`config.mk`:
```
export PLATFORM = sky130hd
export DESIGN_NAME = mux8way_scan_reader
export DESIGN_NICKNAME = d
export VERILOG_FILES = /design/src/rtl/mux8way_scan_reader.sv
export SDC_FILE = /design/constraint.sdc
export NUM_CORES = 1
export LEC_CHECK = 0
export CORE_MARGIN = 8
export CORE_UTILIZATION = 30
export CTS_BUF_LIST = sky130_fd_sc_hd__clkbuf_16
export DETAILED_ROUTE_END_ITERATION = 6
export DONT_BUFFER_PORTS = 1
export PLACE_DENSITY_LB_ADDON = 0.25
export SYNTH_ARGS = -nofsm -noshare
export SYNTH_HDL_FRONTEND = slang
export SYNTH_SLANG_ARGS = --single-unit
export TNS_END_PERCENT = 10
```
`constraint.sdc`:
```
create_clock -name clk -period 3.9 [get_ports clk]
set_input_delay 0.975 -clock clk [delete_from_list [all_inputs] [get_ports clk]]
set_output_delay 0.975 -clock clk [all_outputs]
set_load 0.1 [all_outputs]
```
`src/rtl/mux8way_scan_reader.sv`:
```
// Snapshots eight words plus an enable mask on start, then streams the
// enabled words in ascending select order over a valid/ready interface.
module mux8way_scan_reader #(
    parameter int WIDTH = 16
) (
    input  logic               clk,
    input  logic               rst_n,
    input  logic [8*WIDTH-1:0] words_in,
    input  logic [7:0]         mask_in,
    input  logic               start,
    output logic               out_valid,
    input  logic               out_ready,
    output logic [WIDTH-1:0]   out_data,
    output logic [2:0]         out_sel,
    output logic               out_last,
    output logic               busy,
    output logic               done
);

    typedef enum logic [1:0] {
        S_IDLE,
        S_STREAM,
        S_DONE
    } state_t;

    state_t           state_q, state_d;
    logic [WIDTH-1:0] snap_q [8];
    logic [WIDTH-1:0] snap_d [8];
    logic [7:0]       mask_q, mask_d;
    logic [2:0]       idx_q, idx_d;

    logic [2:0]       first_sel;
    logic [2:0]       next_sel;
    logic             last_beat;

    // Lowest set bit of m at position >= from (0 if none).
    function automatic logic [2:0] low_bit_from(
        input logic [7:0] m,
        input int         from
    );
        logic [2:0] r;
        r = 3'd0;
        for (int i = 7; i >= 0; i--) begin
            if (m[i] && (i >= from)) begin
                r = 3'(i);
            end
        end
        return r;
    endfunction

    always_comb begin
        first_sel = low_bit_from(mask_in, 0);
        next_sel  = low_bit_from(mask_q, int'(idx_q) + 1);
        last_beat = 1'b1;
        for (int i = 0; i < 8; i++) begin
            if (mask_q[i] && (i > int'(idx_q))) begin
                last_beat = 1'b0;
            end
        end
    end

    always_ff @(posedge clk) begin
        if (!rst_n) begin
            state_q <= S_IDLE;
            mask_q  <= 8'd0;
            idx_q   <= 3'd0;
            for (int k = 0; k < 8; k++) begin
                snap_q[k] <= '0;
            end
        end else begin
            state_q <= state_d;
            mask_q  <= mask_d;
            idx_q   <= idx_d;
            for (int k = 0; k < 8; k++) begin
                snap_q[k] <= snap_d[k];
            end
        end
    end

    always_comb begin
        state_d   = state_q;
        mask_d    = mask_q;
        idx_d     = idx_q;
        for (int k = 0; k < 8; k++) begin
            snap_d[k] = snap_q[k];
        end
        out_valid = 1'b0;
        out_data  = '0;
        out_sel   = 3'd0;
        out_last  = 1'b0;
        busy      = 1'b0;
        done      = 1'b0;

        unique case (state_q)
            S_IDLE: begin
                if (start) begin
                    for (int k = 0; k < 8; k++) begin
                        snap_d[k] = words_in[k*WIDTH +: WIDTH];
                    end
                    mask_d = mask_in;
                    idx_d  = first_sel;
                    // An empty mask skips straight to the done pulse.
                    if (mask_in != 8'd0) begin
                        state_d = S_STREAM;
                    end else begin
                        state_d = S_DONE;
                    end
                end
            end
            S_STREAM: begin
                out_valid = 1'b1;
                out_data  = snap_q[idx_q];
                out_sel   = idx_q;
                out_last  = last_beat;
                busy      = 1'b1;
                if (out_ready) begin
                    if (last_beat) begin
                        state_d = S_DONE;
                    end else begin
                        idx_d = next_sel;
                    end
                end
            end
            S_DONE: begin
                busy    = 1'b1;
                done    = 1'b1;
                state_d = S_IDLE;
            end
            default: begin
                state_d = S_IDLE;
            end
        endcase
    end

endmodule

```
==> impl_metrics.tcl <==
set metrics [dict create \
    drc 0 \
    outcome "finished, final reports clean" \
    grt_use_total_pct 12.3 \
    nets 643 \
    final_cell_mix "128 x and2_1, 128 x edfxtp_1, 32 x mux4_2" \
    setup_ws_ps 649 \
    synth_top_area_share_pct 56.7 \
    rr_worst_depth 5 \
    ctsResizeCount 0 \
    fin_worst_skew_ps 8.25 \
    antenna_found_initial 1 \
    yosysSeqAreaShare_pct 61.4 \
    crit_path_end_kind "primary output" \
    cp-start-kind "flop" \
    worstSetupPathType "flop to primary output" \
    numCtsBuffers 17 \
    grt_max_degree 85 \
    areaGrowthSynthToFinish_pct 19.8 \
    num_vias 3852 \
    syn_nets 622 \
    post-place-ws_ps 1040 \
    cts_root_buffer "clkbuf_16" \
    start_util_pct 30.2 \
    slew_headroom_pct 30.4 \
    hold_violations 0 \
    drive_above_1_share_pct 25.2 \
    cts_tree "built" \
    critPathMaxFanout 17 \
    finish.utilization_pct 36.2 \
    maxCapViolCount 0 \
    clockBufferDepth 2 \
    drt_iter0_markers 295 \
    whs_ps 486 \
    syn_area_per_cell_um2 14.3 \
    synth_top_area_cell "edfxtp_1" \
    yosys-top-cells-area "edfxtp_1 57%, and2_1 12%, mux4_2 11%" \
    port_buffers 0 \
    clk_pin_slew_ps 60 \
    rrSetupSlack_ps 1500 \
    yosys_warnings 0 \
    synth_edf_count 128 \
    grt_pass1_vias 4176 \
    wl_um 16900 \
    drtAntennaViolNets 0 \
    fin_crit_ps 3250 \
    hpwl_um 12200 \
    synthesis.area_um2 6780 \
    ys_async_sr_fraction_pct 0 \
    rows 55 \
    viasPerCell 4.86 \
    leakagePower_uw 0.00291 \
    die_y_um 166 \
    hold_path.class "flop to flop" \
    htree_levels 4 \
    clock_latency_ps 420 \
    timing.rr.end "snap_q[0][7]$_SDFFCE_PN0P_" \
    dieArea_um2 27700 \
    cp_data_arrival_time_ps 2280 \
    fmax_mhz 308 \
    rsz0062_at_grt "false" \
    fin_tns_setup_ps 0 \
    crit_required_ps 2920 \
    synth-main-ff-cell "edfxtp_1" \
    synth_cell_type_count 54 \
    regToRegStartpoint "state_q[0]$_SDFFE_PN0P_" \
    endpoint "out_data[6]" \
    gp_congestion 0.814 \
    setup_viol 0 \
    cts_setup_buffers 0 \
    seq_area_um2 4170 \
    overflow 0 \
    dieWidth_um 166 \
    first_pass_iters 4 \
    clock-sinks 144 \
    ioPinCount 163 \
    grt_pass1_wl_um 25700 \
    wl_per_cell_um 21.3 \
    fin_area_um2 8130 \
    timing.final.crit_share_pct 83.4 \
    p_per_area_nw_per_um2 747 \
    placed_area_um2 7550 \
    fp.coreArea_um2 22400 \
    fill_cells 2176 \
    ir_worst_vdd_mv 0.281 \
    ys_seq_elements 144 \
    hold_buffers 0 \
    multi_input_area_um2 2510 \
    syn-instance-count 473 \
    tightest_slew_ps 1040 \
    drv_slew 0 \
]
==> Yosys cell counts, types with 2 or more instances <==
cell type	number
nand2_1	10
o21a_1	2
nor4_1	2
and2b_1	2
mux4_2	32
clkbuf_1	16
o21ai_0	9
and2_1	128
inv_2	3
a21boi_0	3
a21oi_1	11
dfxtp_1	16
buf_2	3
buf_1	4
nand3_1	2
ha_1	9
mux2i_1	17
nand2b_1	3
edfxtp_1	128
o211ai_1	2
inv_1	8
buf_4	3
a22o_1	6
nor2_1	24
==> logic make-up after synthesis <==
group | Yosys count | synth area share, %
AOI/OAI and AO/OA | 52 | 5.64
DFF | 144 | 61.4
buffers and inverters | 38 | 2.43
adders and majority gates | 9 | 1.66
muxes | 50 | 13.3
and+or+nand+nor | 180 | 15.6
==> power by group <==
group          switching, uW  internal, uW  total (uW)  leakage [uW]
logic                   1380           839        2220       0.00112
registers                175          2100        2270       0.00150
clock network            679           897        1580      0.000287
==> how the worst min path moves through the flow <==
stage | startpoint | to | slack, ps | cells after the start
detailed placement | state_q[0]$_SDFFE_PN0P_ | state_q[0]$_SDFFE_PN0P_ | 480 | 2
CTS | state_q[0]$_SDFFE_PN0P_ | state_q[0]$_SDFFE_PN0P_ | 490 | 2
global placement | state_q[0]$_SDFFE_PN0P_ | state_q[0]$_SDFFE_PN0P_ | 470 | 2
finish | state_q[0]$_SDFFE_PN0P_ | state_q[0]$_SDFFE_PN0P_ | 490 | 2
floorplan | state_q[0]$_SDFFE_PN0P_ | state_q[0]$_SDFFE_PN0P_ | 450 | 2
global route | state_q[0]$_SDFFE_PN0P_ | state_q[0]$_SDFFE_PN0P_ | 520 | 2
==> layer usage <==
metal / part of all wire (%) / wire, um / global-route usage, %
met5: 0 / 0 / 0
met4: 1.1 / 187 / 4.07
met3: 6.9 / 1160 / 4.30
met2: 46 / 7790 / 18.8
met1: 46 / 7730 / 16.1
==> per-stage QoR <==
stage | power (uW) | std cells
floorplan | 3870 | 473
global placement | 4520 | 760
detailed placement | 4560 | 760
CTS | 6160 | 792
global route | 6370 | 793
finish | 6070 | 793
==> state kept, by name, summed over array words and instances (netlist names), named ones only <==
register / flops
state_q: 2
idx_q: 3
mask_q: 8
snap_q: 128
==> layout make-up <==
cell class,count,share of cell area (%)
Sequential cell,144,51.3
Multi-Input combinational cell,291,30.8
Timing Repair Buffer,29,5.91
Clock buffer,17,5.23
Tap cell,285,4.39
Clock inverter,15,1.80
Inverter,11,0.554
Antenna cell,1,0.0308
==> critical path, cell delays in order (launching register included) <==
cell	delay, ps
dfxtp_2	610
buf_4	370
mux4_2	390
mux2i_1	190
nor2_2	80
buf_12	190
Power figures use the tool's default switching activity.
